File: src/rtl/writeback_pkg.sv
// Shared constants for the writeback/retire stage: opcode indices, FSM states
// and load funct3 encodings.
package writeback_pkg;

  localparam int unsigned OPCODE_WIDTH = 11;
  localparam int unsigned LOAD         = 0;
  localparam int unsigned SYSTEM       = 10;

  localparam logic [0:0] RUN      = 1'b0;
  localparam logic [0:0] REDIRECT = 1'b1;

  localparam logic [2:0] F3_LB  = 3'b000;
  localparam logic [2:0] F3_LH  = 3'b001;
  localparam logic [2:0] F3_LW  = 3'b010;
  localparam logic [2:0] F3_LBU = 3'b100;
  localparam logic [2:0] F3_LHU = 3'b101;

endpackage

File: src/rtl/lu_result_fifo.sv
// Synchronous FIFO with occupancy count for long-latency unit results.
module lu_result_fifo #(
  parameter int unsigned WIDTH = 37,
  parameter int unsigned DEPTH = 4
) (
  input  logic                   clk,
  input  logic                   rst_n,
  input  logic                   push,
  input  logic                   pop,
  input  logic [WIDTH-1:0]       wdata,
  output logic [WIDTH-1:0]       rdata,
  output logic [$clog2(DEPTH):0] count,
  output logic                   full,
  output logic                   empty
);

  localparam int unsigned AW = $clog2(DEPTH);
  localparam logic [AW:0] DEPTH_C = DEPTH[AW:0];

  logic [WIDTH-1:0] mem [DEPTH];
  logic [AW-1:0]    wr_ptr_q, rd_ptr_q;
  logic [AW:0]      count_q;

  assign count = count_q;
  assign full  = (count_q == DEPTH_C);
  assign empty = (count_q == '0);
  assign rdata = mem[rd_ptr_q];

  always_ff @(posedge clk) begin
    if (push) mem[wr_ptr_q] <= wdata;
  end

  // Power-of-two depth: pointers wrap naturally.
  always_ff @(posedge clk or negedge rst_n) begin
    if (!rst_n) begin
      wr_ptr_q <= '0;
      rd_ptr_q <= '0;
      count_q  <= '0;
    end else begin
      if (push) wr_ptr_q <= wr_ptr_q + 1'b1;
      if (pop)  rd_ptr_q <= rd_ptr_q + 1'b1;
      case ({push, pop})
        2'b10:   count_q <= count_q + 1'b1;
        2'b01:   count_q <= count_q - 1'b1;
        default: count_q <= count_q;
      endcase
    end
  end

endmodule

File: src/rtl/writeback_retire.sv
// Writeback/retire stage: merges pipeline results with buffered long-latency
// results, extracts load data, and sequences trap/mret redirects.
module writeback_retire
  import writeback_pkg::*;
#(
  parameter int unsigned XLEN     = 32,
  parameter int unsigned LU_DEPTH = 4
) (
  input  logic                      clk,
  input  logic                      rst_n,
  input  logic                      clk_en,
  input  logic [OPCODE_WIDTH-1:0]   memory_opcode_type,
  input  logic [2:0]                memory_funct3,
  input  logic [1:0]                memory_addr_lo,
  input  logic [XLEN-1:0]           memory_data_load,
  input  logic [XLEN-1:0]           csr_data,
  input  logic                      memory_rd_wr_en,
  input  logic [4:0]                memory_rd,
  input  logic [XLEN-1:0]           memory_rd_wr_data,
  input  logic [XLEN-1:0]           memory_pc,
  input  logic                      go_to_trap,
  input  logic                      return_from_trap,
  input  logic [XLEN-1:0]           trap_addr,
  input  logic [XLEN-1:0]           return_addr,
  input  logic                      lu_valid,
  output logic                      lu_ready,
  input  logic [4:0]                lu_rd,
  input  logic [XLEN-1:0]           lu_data,
  output logic [$clog2(LU_DEPTH):0] lu_count,
  output logic                      writeback_rd_wr_en,
  output logic [4:0]                writeback_rd,
  output logic [XLEN-1:0]           writeback_rd_wr_data,
  output logic [XLEN-1:0]           writeback_pc,
  output logic                      writeback_change_pc,
  output logic                      next_stall,
  output logic                      next_flush
);

  function automatic logic [XLEN-1:0] load_extract(input logic [2:0]      funct3,
                                                   input logic [1:0]      offset,
                                                   input logic [XLEN-1:0] word);
    logic [7:0]  b;
    logic [15:0] h;
    b = word[{offset, 3'b000} +: 8];
    h = word[{offset[1], 4'b0000} +: 16];
    case (funct3)
      F3_LB:   return {{(XLEN-8){b[7]}}, b};
      F3_LBU:  return {{(XLEN-8){1'b0}}, b};
      F3_LH:   return {{(XLEN-16){h[15]}}, h};
      F3_LHU:  return {{(XLEN-16){1'b0}}, h};
      F3_LW:   return word;
      default: return word;
    endcase
  endfunction

  logic [0:0]      state_q, state_d;
  logic            wr_en_q, wr_en_d, change_pc_q, change_pc_d, flush_q, flush_d;
  logic [4:0]      rd_q, rd_d;
  logic [XLEN-1:0] data_q, data_d, pc_q, pc_d, pipe_data;
  logic            redirect_take, slot_want, slot_taken, pop, push, fifo_full, fifo_empty;
  logic [4:0]      head_rd;
  logic [XLEN-1:0] head_data;
  logic            unused_opcode;

  assign unused_opcode = ^memory_opcode_type;

  assign redirect_take = (state_q == RUN) && clk_en && (go_to_trap || return_from_trap);
  assign slot_want     = (state_q == RUN) && clk_en && memory_rd_wr_en && (memory_rd != 5'd0) &&
                         !go_to_trap && !return_from_trap;
  // A full FIFO steals the slot: stall upstream and drain one entry instead.
  assign next_stall    = fifo_full && slot_want;
  assign slot_taken    = slot_want && !next_stall;
  assign pop           = !slot_taken && !fifo_empty;
  assign lu_ready      = !fifo_full || pop;
  assign push          = lu_valid && lu_ready;

  lu_result_fifo #(
    .WIDTH (XLEN + 5),
    .DEPTH (LU_DEPTH)
  ) u_fifo (
    .clk   (clk),
    .rst_n (rst_n),
    .push  (push),
    .pop   (pop),
    .wdata ({lu_rd, lu_data}),
    .rdata ({head_rd, head_data}),
    .count (lu_count),
    .full  (fifo_full),
    .empty (fifo_empty)
  );

  always_comb begin
    if (memory_opcode_type[LOAD]) begin
      pipe_data = load_extract(memory_funct3, memory_addr_lo, memory_data_load);
    end else if (memory_opcode_type[SYSTEM] && (memory_funct3 != 3'b000)) begin
      pipe_data = csr_data;
    end else begin
      pipe_data = memory_rd_wr_data;
    end
  end

  always_comb begin
    state_d     = RUN;
    wr_en_d     = 1'b0;
    rd_d        = rd_q;
    data_d      = data_q;
    pc_d        = memory_pc;
    change_pc_d = 1'b0;
    flush_d     = 1'b0;
    if (redirect_take) begin
      state_d     = REDIRECT;
      change_pc_d = 1'b1;
      flush_d     = 1'b1;
      pc_d        = go_to_trap ? trap_addr : return_addr;
    end
    if (slot_taken) begin
      wr_en_d = 1'b1;
      rd_d    = memory_rd;
      data_d  = pipe_data;
    end else if (pop) begin
      wr_en_d = (head_rd != 5'd0);
      rd_d    = head_rd;
      data_d  = head_data;
    end
  end

  always_ff @(posedge clk or negedge rst_n) begin
    if (!rst_n) begin
      state_q     <= RUN;
      wr_en_q     <= 1'b0;
      rd_q        <= '0;
      data_q      <= '0;
      pc_q        <= '0;
      change_pc_q <= 1'b0;
      flush_q     <= 1'b0;
    end else begin
      state_q     <= state_d;
      wr_en_q     <= wr_en_d;
      rd_q        <= rd_d;
      data_q      <= data_d;
      pc_q        <= pc_d;
      change_pc_q <= change_pc_d;
      flush_q     <= flush_d;
    end
  end

  assign writeback_rd_wr_en   = wr_en_q;
  assign writeback_rd         = rd_q;
  assign writeback_rd_wr_data = data_q;
  assign writeback_pc         = pc_q;
  assign writeback_change_pc  = change_pc_q;
  assign next_flush           = flush_q;

endmodule

File: config.mk
export PLATFORM = sky130hd
export DESIGN_NAME = writeback_retire
export DESIGN_NICKNAME = d
export VERILOG_FILES = /design/src/rtl/writeback_pkg.sv /design/src/rtl/lu_result_fifo.sv /design/src/rtl/writeback_retire.sv
export SDC_FILE = /design/constraint.sdc
export NUM_CORES = 1
export LEC_CHECK = 0
export CORE_MARGIN = 1
export CORE_UTILIZATION = 50
export DETAILED_ROUTE_END_ITERATION = 7
export DONT_BUFFER_PORTS = 1
export PLACE_DENSITY = 0.68
export REMOVE_ABC_BUFFERS = 1
export SYNTH_ARGS = -nofsm -noshare
export SYNTH_HDL_FRONTEND = slang
export SYNTH_SLANG_ARGS = --single-unit
File: constraint.sdc
create_clock -name clk -period 3.02 [get_ports clk]
set_input_delay 0.302 -clock clk [delete_from_list [all_inputs] [get_ports clk]]
set_output_delay 0.302 -clock clk [all_outputs]
set_load 0.05 [all_outputs]
**Word level (Yosys, flattened, before mapping)**

Memory sizes are Yosys's and may differ from the RTL's.
Cells that the tools add are included.
Widths: inputs -> output; s select.

- Register bits after elaboration: 78
- Bits in latches: 0
- Memory bits (writable): 148
- Bits in read-only memories: 0
- Bits of input ports: 257
- Output and inout port bits: 77
- Logic and storage cells: 63
- Memories kept: 1

Memories:

| name | depth | bits a word | read ports | clocked after memory_dff | write ports | RTL line | text |
|---|---|---|---|---|---|---|---|
| u_fifo.mem | 4 | 37 | 1 | 0 | 1 | lu_result_fifo.sv:20 | `logic [WIDTH-1:0] mem [DEPTH];` |

- $add $sub $neg: 4
- $mul: 0
- Div/mod/pow operators: 0
- Order comparisons: 0
- Eq/ne operators: 6
- Shifts and indexed selects: 2
- Mux-type cells: 15
- Bitwise operators: 1
- Reduce and logical (&&, ||, !) cells: 26

Operator list:

| cell | number |
|---|---|
| $mux 32 | 6 |
| $pmux 32 s4 | 1 |
| $shiftx 32x6->16 | 1 |
| $shiftx 32x6->8 | 1 |
| $logic_and 1x1->1 | 11 |
| $mux 5 | 2 |
| $reduce_bool 5->1 | 2 |
| $eq 3x3->1 const B | 3 |
| $logic_not 1->1 | 6 |
| $logic_not 3->1 | 2 |
| $pmux 3 s2 | 1 |
| $mux 1 | 5 |
| $add 2x1->2 const B | 2 |
| $reduce_bool 2->1 | 2 |
| $add 3x1->3 const B | 1 |
| $eq 3x1->1 const B | 1 |
| $reduce_bool 3->1 | 1 |
| $sub 3x1->3 const B | 1 |
| $eq 2x1->1 const B | 1 |
| $eq 2x2->1 const B | 1 |
| $logic_or 1x1->1 | 2 |
| $not 1->1 | 1 |

**Depth between registers and ports, before layout**

Gate-level depths: netlist of run 1.

- Word-level depth: 15
- Gate-level depth with buffers: 12
- Mapped depth without buffers: 10

**Modules after synthesis**

A second synthesis of run 1 with hierarchy kept.

- Cell total of the unflattened synthesis: 735
- Area total of the unflattened synthesis: 10407.5 um2

Modules (own cells, without submodules):

| module | instances | cells each | area an instance (um2) | seq. area each (um2) |
|---|---|---|---|---|
| lu_result_fifo | 1 | 230 | 5728.0 | 4619.4 |
| writeback_retire | 1 | 505 | 4679.5 | 1776.7 |

**Worst setup path after synthesis of run 1**

Ideal clock, no wire load.

- Path type: register -> register
- From: register u_fifo.count_q[2] (netlist: u_fifo.count[2])
- To: register u_fifo.count_q[2] (netlist: u_fifo.count[2])
- Setup time: 0.079 ns
- Arrival time: 2.656 ns
- Data required time: 2.941 ns
- Path slack: 0.285 ns
- Cell stages (with the launch flop): 13
- Path buffers: 3
- Clock period less this slack: 2.735 ns
- Path through: dfrtp_1 clkbuf_1 and2_1 clkbuf_1 nor2_2 buf_2 nor2_1 ha_1 inv_1 fa_1 xor2_1 nor2_1 xor2_1

- Longest elaborated chain between the ends: 10
- Elaborated cells between the ends (all ways): 17
- Classes of those cells: add/sub (2); eq/ne (3); mux (1); reduce/logical (11)

Ends and longest elaborated chain:

| what | RTL line | text |
|---|---|---|
| start: declaration | lu_result_fifo.sv:22 | `logic [AW:0] count_q;` |
| start signal: assignment | lu_result_fifo.sv:43 | `2'b10: count_q <= count_q + 1'b1;` |
| start signal: assignment | lu_result_fifo.sv:44 | `2'b01: count_q <= count_q - 1'b1;` |
| start signal: assignment | lu_result_fifo.sv:45 | `default: count_q <= count_q;` |
| $eq 3x3->1 | lu_result_fifo.sv:25 | `assign full = (count_q == DEPTH_C);` |
| $logic_and 1x1->1 | writeback_retire.sv:71 | `assign next_stall = fifo_full && slot_want;` |
| $logic_not 1->1 | writeback_retire.sv:72 | `assign slot_taken = slot_want && !next_stall;` |
| $logic_and 1x1->1 | writeback_retire.sv:72 |  |
| $logic_not 1->1 | writeback_retire.sv:73 | `assign pop = !slot_taken && !fifo_empty;` |
| $logic_and 1x1->1 * | writeback_retire.sv:73 |  |
| named net pop | writeback_retire.sv:60 | `logic redirect_take, slot_want, slot_taken, pop, push, fifo_full, fifo_empty;` |
| $logic_or 1x1->1 | writeback_retire.sv:74 | `assign lu_ready = !fifo_full \|\| pop;` |
| $logic_and 1x1->1 | writeback_retire.sv:75 | `assign push = lu_valid && lu_ready;` |
| $eq 2x1->1 or $eq 2x2->1 (tied branches) | lu_result_fifo.sv:42 | `case ({push, pop})` |
| $pmux 3 s2 or $reduce_bool 2->1 (tied branches) | n/a |  |

Mark *: on every way through the listed nets, which the timed path passes. The rest lies on a longest branch.
A chain may end at the register's enable or synchronous reset.

**Worst setup path after layout of run 1**

- From: register u_fifo.count_q[0] (netlist: u_fifo.count[0])
- To: output port next_stall

- Longest elaborated chain between the ends: 2

Ends and longest elaborated chain:

| what | RTL line | text |
|---|---|---|
| $eq 3x3->1 | lu_result_fifo.sv:25 |  |
| $logic_and 1x1->1 | writeback_retire.sv:71 |  |
| end: declaration | writeback_retire.sv:35 | `output logic next_stall,` |

Every way passes these cells.

==> metrics.log, run 1 <==
[metrics] final core utilization: 60.1%
[metrics] Peak VDD IR: 499 µV
[metrics] clock tree from TritonCTS: done
[metrics] startpoint types: register
[metrics] post_cts resized: 0
[metrics] RSZ-0062 raised after global routing: no
[metrics] wire length of the first global-routing pass: 45.5 mm
[metrics] most numerous cell in the Yosys netlist: sky130_fd_sc_hd__edfxtp_1
[metrics] slew at the pin closest to its max-slew limit: 695 ps
[metrics] share of the yosys chip area belonging to registers: 59.9%
[metrics] port buffer count: 0
[metrics] area share of the leading cell type in the synthesized netlist: 41.6%
[metrics] largest incremental delay on the critical path: 450 ps
[metrics] post-synthesis cell type count: 58
[metrics] achievable clock frequency: 0.405 GHz
[metrics] Final setup viols: 0
[metrics] clock input transition at the sequential cells of the worst setup and hold paths: 60 ps
[metrics] CP bufs+invs: 1
[metrics] area of combinational cells with multiple inputs: 3930 µm²
[metrics] First DRT Iteration DRCs: 478
[metrics] residual overflow from global routing: 0
[metrics] cell type with the largest total area after synthesis: sky130_fd_sc_hd__edfxtp_1
[metrics] pwr/cell area: 935 nW/µm²
[metrics] gate count after technology mapping: 810
[metrics] final wirelength: 31.2 mm
[metrics] Antenna Violating Nets Remaining: 0
[metrics] global-route total usage across every layer: 28.1%
[metrics] Worst EP arrival: 2170 ps
[metrics] main area contributors after synthesis: sky130_fd_sc_hd__edfxtp_1 42%, sky130_fd_sc_hd__dfrtp_1 18%, sky130_fd_sc_hd__mux4_2 8.0%
[metrics] standard cell with the maximum stage delay on the critical path: sky130_fd_sc_hd__dfrtp_1
[metrics] number of H-tree levels: 1
[metrics] Fillers: 1595
[metrics] Row Count: 53
[metrics] drt wl/cell: 26.4 µm
[metrics] status: finished, final reports clean
[metrics] maximum net fanout on the critical path: 13
[metrics] most frequent cell on the critical path: sky130_fd_sc_hd__nor2_1
[metrics] remaining routing DRC violations: 0
[metrics] worst hold-check path type: input pin to register
[metrics] first-pass iteration count of the detailed router: 5
[metrics] Min Clock Period, post-route: 2470 ps
[metrics] leading post-synthesis cells by instance count: 148 x sky130_fd_sc_hd__edfxtp_1, 87 x sky130_fd_sc_hd__a21oi_1, 78 x sky130_fd_sc_hd__dfrtp_1, 73 x sky130_fd_sc_hd__nor2_1, 67 x sky130_fd_sc_hd__nand2_1
[metrics] met2 usage: 48.2%
[metrics] peak-usage layer in the global routing report: met2
[metrics] number of antenna violations at the first check in global routing: 3
[metrics] crit path kind: register to output pin
[metrics] Max Cap Violations: 0
[metrics] global-route met3 utilization: 6.60%
[metrics] synthesized area: 10700 µm²
[metrics] area enclosed by the die boundary: 21900 µm²
[metrics] Core Area: 21000 µm²
[metrics] number of synthesis warnings: 0
[metrics] Die H: 148 µm
[metrics] global placer's final weighted congestion: 0.893
[metrics] share of post-route cells with drive strength above 1: 14.4%
[metrics] total via count in the routed design: 7406
[metrics] CP Cell Sequence: nor2_1 -> nand2_1 -> nor2_1 -> buf_4
[metrics] Most used DFF post-synth: sky130_fd_sc_hd__edfxtp_1
[metrics] number of enable flip-flop cells after synthesis: 148
[metrics] nets@finish: 1149
[metrics] I/O pin total: 334
[metrics] pin count of the biggest net entering global routing: 79
[metrics] Detailed Place HPWL: 21.2 mm
[metrics] async set or reset register ratio after synthesis: 34.5%
[metrics] Horiz. Die Dim: 148 µm
[metrics] data required time at the worst endpoint: 2720 ps
[metrics] Layout Area Growth over Synthesis: 18.1%
[metrics] Worst Skew: 9.23 ps
[metrics] Fin Hold WS: 23.0 ps
[metrics] Via-to-Cell Ratio: 6.28
[metrics] vias in the first global route: 7668
[metrics] Num CTS Buffers: 25
[metrics] hold buffer count at CTS: 85
[metrics] Max Transition Viols Final: 0
[metrics] crit share post-route: 81.7%
[metrics] max-slew headroom at the worst pin: 53.6%
[metrics] area of all sequential standard cells: 6400 µm²
[metrics] initial standard-cell utilization of the core: 50.9%
[metrics] Total Neg Setup Slack: 0 ps
[metrics] Post-CTS Repair Setup Buffers: 0
[metrics] family with the most delay on the worst path: simple AND/OR/NAND/NOR gates
[metrics] Yosys reg bits: 226
[metrics] Final Hold Vio Count: 0
[metrics] clock net sink count: 226
[metrics] mean post-synth cell area: 13.2 µm²
[metrics] number of buffers on the longest clock path: 3
[metrics] Clock Tree Root: sky130_fd_sc_hd__clkbuf_16
[metrics] GRT met1 Usage: 32.3%
[metrics] clk_lat worst skew: 510 ps
[metrics] static leakage: 4.78 nW
[metrics] critical path capture point type: output pin
-- layer usage --
| metal | vias up | part of all wire [%] |
|---|---|---|
| met3 | 109 | 8.2 |
| met1 | 3621 | 36 |
| li1 | 3236 | - |
| met5 | - | 0.042 |
| met2 | 438 | 49 |
| met4 | 2 | 6.2 |
-- path summary, 6_finish.rpt --
kind,start,end,slack (ps),cells past startpoint
min,return_addr[7],writeback_pc[7],20,2
min in group asynchronous,rst_n,writeback_pc[2],380,2
max,u_fifo.count[0],next_stall,550,4
min reg2reg,u_fifo.wr_ptr_q[0],u_fifo.wr_ptr_q[0],540,1
max in group asynchronous,rst_n,writeback_pc[11],2300,2
max reg2reg,u_fifo.count[0],u_fifo.count[2],700,10
-- report_power, final --
part | switching, mW | total (mW) | internal (mW)
Sequential | 1.54 | 5.61 | 4.08
Combinational | 1.79 | 3.29 | 1.50
Clock | 1.16 | 2.88 | 1.71
-- flip-flops by register name, indices dropped and copies added, names as in the netlist --
signal                count
writeback_pc             32
writeback_rd_wr_data     32
writeback_rd              5
writeback_rd_wr_en        1
u_fifo.wr_ptr_q           2
next_flush                1
u_fifo.count              3
u_fifo.mem              148
u_fifo.rd_ptr_q           2
-- cell type report --
| class | instances | share of cell area (%) |
|---|---|---|
| Sequential cell | 226 | 50.8 |
| Inverter | 18 | 0.536 |
| Antenna cell | 2 | 0.0397 |
| Clock buffer | 35 | 5.34 |
| Clock inverter | 9 | 0.745 |
| Multi-Input combinational cell | 504 | 31.2 |
| Tap cell | 275 | 2.73 |
| Timing Repair Buffer | 111 | 8.64 |
-- metrics by stage --
step	std cells	power, mW	cell area (µm²)	worst slack [ps]
6_report	1180	11.8	12600	553
4_1_cts	1178	11.8	12600	551
5_1_grt	1180	12.3	12600	435
3_5_place_dp	1049	8.82	11000	435
2_1_floorplan	748	7.83	10400	-621
3_3_place_gp	1049	8.67	11000	478
-- cells in the final DEF (no fill, tap or decap), types with 3 or more instances in the layout --
| master | instances |
|---|---|
| sky130_fd_sc_hd__a2111oi_0 | 7 |
| sky130_fd_sc_hd__a211oi_1 | 5 |
| sky130_fd_sc_hd__a21oi_1 | 87 |
| sky130_fd_sc_hd__a221o_1 | 5 |
| sky130_fd_sc_hd__a221oi_1 | 4 |
| sky130_fd_sc_hd__a221oi_2 | 11 |
| sky130_fd_sc_hd__a2bb2oi_1 | 4 |
| sky130_fd_sc_hd__a31oi_1 | 10 |
| sky130_fd_sc_hd__and2_2 | 4 |
| sky130_fd_sc_hd__and3_1 | 16 |
| sky130_fd_sc_hd__buf_4 | 24 |
| sky130_fd_sc_hd__clkbuf_1 | 9 |
| sky130_fd_sc_hd__clkbuf_16 | 25 |
| sky130_fd_sc_hd__clkinv_1 | 4 |
| sky130_fd_sc_hd__clkinv_2 | 3 |
| sky130_fd_sc_hd__dfrtp_1 | 76 |
| sky130_fd_sc_hd__dlygate4sd3_1 | 84 |
| sky130_fd_sc_hd__edfxtp_1 | 148 |
| sky130_fd_sc_hd__ha_1 | 5 |
| sky130_fd_sc_hd__inv_1 | 17 |
| sky130_fd_sc_hd__mux2_2 | 4 |
| sky130_fd_sc_hd__mux2i_1 | 65 |
| sky130_fd_sc_hd__mux4_2 | 38 |
| sky130_fd_sc_hd__nand2_1 | 67 |
| sky130_fd_sc_hd__nand2b_1 | 4 |
| sky130_fd_sc_hd__nand3_1 | 3 |
| sky130_fd_sc_hd__nor2_1 | 73 |
| sky130_fd_sc_hd__nor2b_1 | 6 |
| sky130_fd_sc_hd__nor3_1 | 3 |
| sky130_fd_sc_hd__o211ai_1 | 3 |
| sky130_fd_sc_hd__o21ai_0 | 11 |
| sky130_fd_sc_hd__o21bai_1 | 5 |
| sky130_fd_sc_hd__o22ai_1 | 9 |
| sky130_fd_sc_hd__o2bb2ai_1 | 13 |
| sky130_fd_sc_hd__o31ai_1 | 7 |
| sky130_fd_sc_hd__o32ai_1 | 3 |
| sky130_fd_sc_hd__xor2_1 | 4 |
-- kinds of logic (layout without fill, tap and decap cells) --
| group | count (synthesis) | count (layout) | synth area share [%] |
|---|---|---|---|
| XOR/XNOR | 6 | 6 | 0.492 |
| AO/OA/AOI/OAI | 198 | 198 | 13.1 |
| AND/OR/NAND/NOR | 186 | 186 | 7.69 |
| adder cells (fa/ha/maj) | 6 | 6 | 0.774 |
| other | 1 | 3 | 0.0351 |
| flip-flops | 226 | 226 | 59.9 |
| multiplexers | 107 | 107 | 14.5 |
| buffers and inverters | 80 | 173 | 3.46 |
Note: power is estimated with default switching activity, not from simulation.
==> run 2: changes to the inputs <==
==> constraint.sdc (replaced) <==
create_clock -name clk -period 2.4 [get_ports clk]
set_input_delay 0.24 -clock clk [delete_from_list [all_inputs] [get_ports clk]]
set_output_delay 0.24 -clock clk [all_outputs]
set_load 0.05 [all_outputs]
==> run 2 against run 1 <==
Effect of this change:
- highest routed layer unchanged
- clock skew is 3.2 ps higher
- critical path depth is 1 higher
- global-route usage is 0.60 points higher
- combinational power is 33% higher
- hold slack worse by 13 ps
- total power is 27% higher
- critical path type unchanged
- clock-buffer cell count is 6 lower
- via count is 3.5% higher
- core utilization is 2.2 points higher
- first-iteration DRC count is 11% higher
==> metrics.log, run 2 (synthesized netlist as in run 1, its figures left out) <==
[metrics] status: finished, final reports clean
[metrics] First DRT Iteration DRCs: 532
[metrics] Horiz. Die Dim: 148 µm
[metrics] Max Cap Violations: 0
[metrics] Layout Area Growth over Synthesis: 22.5%
[metrics] total non-filler cell area in the finished layout: 13100 µm²
[metrics] Core Area: 21000 µm²
[metrics] wire length of the first global-routing pass: 46.7 mm
[metrics] residual overflow from global routing: 0
[metrics] static leakage: 4.98 nW
[metrics] max-slew headroom at the worst pin: 34.1%
[metrics] number of buffers on the longest clock path: 3
[metrics] setup slack on the worst flop-to-flop path: 240 ps
[metrics] startpoint types: register
[metrics] area of placed instances: 11100 µm²
[metrics] clock tree from TritonCTS: done
[metrics] clk_lat worst skew: 520 ps
[metrics] Post-CTS Repair Setup Buffers: 0
[metrics] critical path capture point type: output pin
[metrics] pin count of the biggest net entering global routing: 79
[metrics] Row Count: 53
[metrics] hold path startpoint: csr_data[26]
[metrics] data required time at the worst endpoint: 2160 ps
[metrics] pwr/cell area: 1140 nW/µm²
[metrics] Final setup viols: 0
[metrics] number of antenna violations at the first check in global routing: 4
[metrics] r2r endpoint: u_fifo.count[2]
[metrics] first-pass iteration count of the detailed router: 5
[metrics] switching fraction of total power: 38.7%
[metrics] Max Transition Viols Final: 0
[metrics] Peak VDD IR: 667 µV
[metrics] clock input transition at the sequential cells of the worst setup and hold paths: 60 ps
[metrics] RSZ-0062 raised after global routing: no
[metrics] commonest non-fill, non-tap cell in the layout: sky130_fd_sc_hd__edfxtp_1
[metrics] achievable clock frequency: 0.449 GHz
[metrics] crit share post-route: 92.9%
[metrics] I/O pin total: 334
[metrics] Worst Skew: 12.4 ps
[metrics] Internal Dissipation: 9.17 mW
[metrics] sequential share of power: 46.9%
[metrics] total via count in the routed design: 7662
[metrics] Min Clock Period, post-route: 2230 ps
[metrics] worst hold-check path type: input pin to register
[metrics] Fillers: 1565
[metrics] area enclosed by the die boundary: 21900 µm²
[metrics] hold worst-path end: writeback_rd_wr_data[26]
[metrics] Clk pwr share: 23.8%
[metrics] clock net sink count: 226
[metrics] final core utilization: 62.4%
[metrics] remaining routing DRC violations: 0
[metrics] combinational share of power: 29.4%
[metrics] Die H: 148 µm
[metrics] slew at the pin closest to its max-slew limit: 985 ps
[metrics] most frequent cells in the layout: 148 x sky130_fd_sc_hd__edfxtp_1, 120 x sky130_fd_sc_hd__dlygate4sd3_1, 87 x sky130_fd_sc_hd__a21oi_1
[metrics] initial standard-cell utilization of the core: 50.9%
[metrics] Detailed Place HPWL: 21.2 mm
[metrics] number of flip-flops in the largest register: 148
[metrics] Num CTS Buffers: 25
[metrics] Final Hold Vio Count: 0
[metrics] R2R cell count: 10
[metrics] global-route total usage across every layer: 28.7%
[metrics] Via-to-Cell Ratio: 6.25
[metrics] Worst EP arrival: 1990 ps
[metrics] nets@finish: 1192
[metrics] non-filler cells in the finished layout: 1225
[metrics] net switching power: 5.78 mW
[metrics] Clock Tree Root: sky130_fd_sc_hd__clkbuf_16
[metrics] number of H-tree levels: 1
[metrics] share of post-route cells with drive strength above 1: 15.1%
[metrics] drt wl/cell: 25.8 µm
[metrics] Total Neg Setup Slack: 0 ps
[metrics] port buffer count: 0
[metrics] worst setup path startpoint: next_flush
[metrics] vias in the first global route: 7798
[metrics] hold path depth: 2
[metrics] global placer's final weighted congestion: 0.902
[metrics] maximum net fanout on the critical path: 5
[metrics] launch instance of the worst register-to-register path: u_fifo.count[0]
[metrics] crit path kind: register to output pin
[metrics] Antenna Violating Nets Remaining: 0
[metrics] largest reg by FF count: u_fifo.mem
[metrics] number of placed instances with taps included: 1056
[metrics] final wirelength: 31.7 mm
-- run 2: cell count changes in the layout (fill, tap and decap cells not counted), sizes merged --
| cell | change |
|---|---|
| clkinv | +7 |
| bufinv | -1 |
| clkinvlp | -1 |
| inv | +2 |
| clkbuf | -6 |
| buf | +7 |
| dlygate4sd3 | +36 |
| diode | +1 |
-- run 2: layer usage --
layer	vias to the layer above	GRT usage [%]	part of all wire [%]
met5	-	0	0.041
met4	2	14.4	5.4
met3	103	7.18	8.6
met2	453	48.3	49
met1	3774	34.3	37
li1	3330	-	-
-- run 2: final cells by class --
class / count / area (µm²) / share of cell area [%]
clock buffers: 29 / 641 / 4.90
flip-flops and latches: 226 / 6400 / 49.0
repair buffers: 154 / 1560 / 12.0
well taps: 275 / 344 / 2.63
multi-input cells: 504 / 3940 / 30.1
diodes: 3 / 7.51 / 0.0574
inverters: 18 / 67.6 / 0.517
clock inverters: 16 / 111 / 0.852
-- run 2: power by group through the flow --
| stage | Combinational (mW) | Clock, mW | Sequential [mW] |
|---|---|---|---|
| 2_1_floorplan | 2.67 | 0 | 7.19 |
| 3_3_place_gp | 3.96 | 0 | 7.03 |
| 3_5_place_dp | 4.09 | 0 | 7.07 |
| 4_1_cts | 4.38 | 3.59 | 6.99 |
| 5_1_grt | 4.77 | 3.75 | 7.06 |
| 6_report | 4.39 | 3.55 | 7.01 |
-- run 2: what timing repair did --
action | 4_1_cts | 5_1_grt
hold buffers | 120 | 1
pin swaps | 0 | 0
endpoints found under the setup margin | 1 | 1
endpoints found under the hold margin | 287 | 1
resized for setup | 1 | 1
-- run 2: per-stage QoR --
stage	power, mW	setup slack, ps	hold WS [ps]
after global routing	15.6	62.1	4.16
after global placement	11.0	58.3	-53.5
final	15.0	171	10.0
after floorplan	9.86	-1240	-55.6
after CTS	15.0	17.4	3.02
after detailed placement	11.2	-38.2	-53.0
-- run 2: critical path, cell delays in order (launching register included) --
cell and delay, ps:
sky130_fd_sc_hd__dfrtp_1 380, sky130_fd_sc_hd__nor2b_1 320, sky130_fd_sc_hd__o2111ai_4 180, sky130_fd_sc_hd__buf_4 200
sky130_fd_sc_hd__nor2_4 220, sky130_fd_sc_hd__buf_12 180
-- run 2: worst max path at each step --
stage | to | slack [ps] | cells past startpoint
after floorplan | writeback_pc[0] | -1240 | 3
after global placement | u_fifo.count[2] | 60 | 10
after detailed placement | u_fifo.count[2] | -40 | 10
after CTS | next_stall | 20 | 5
after global routing | u_fifo.count[2] | 60 | 10
final | next_stall | 170 | 5
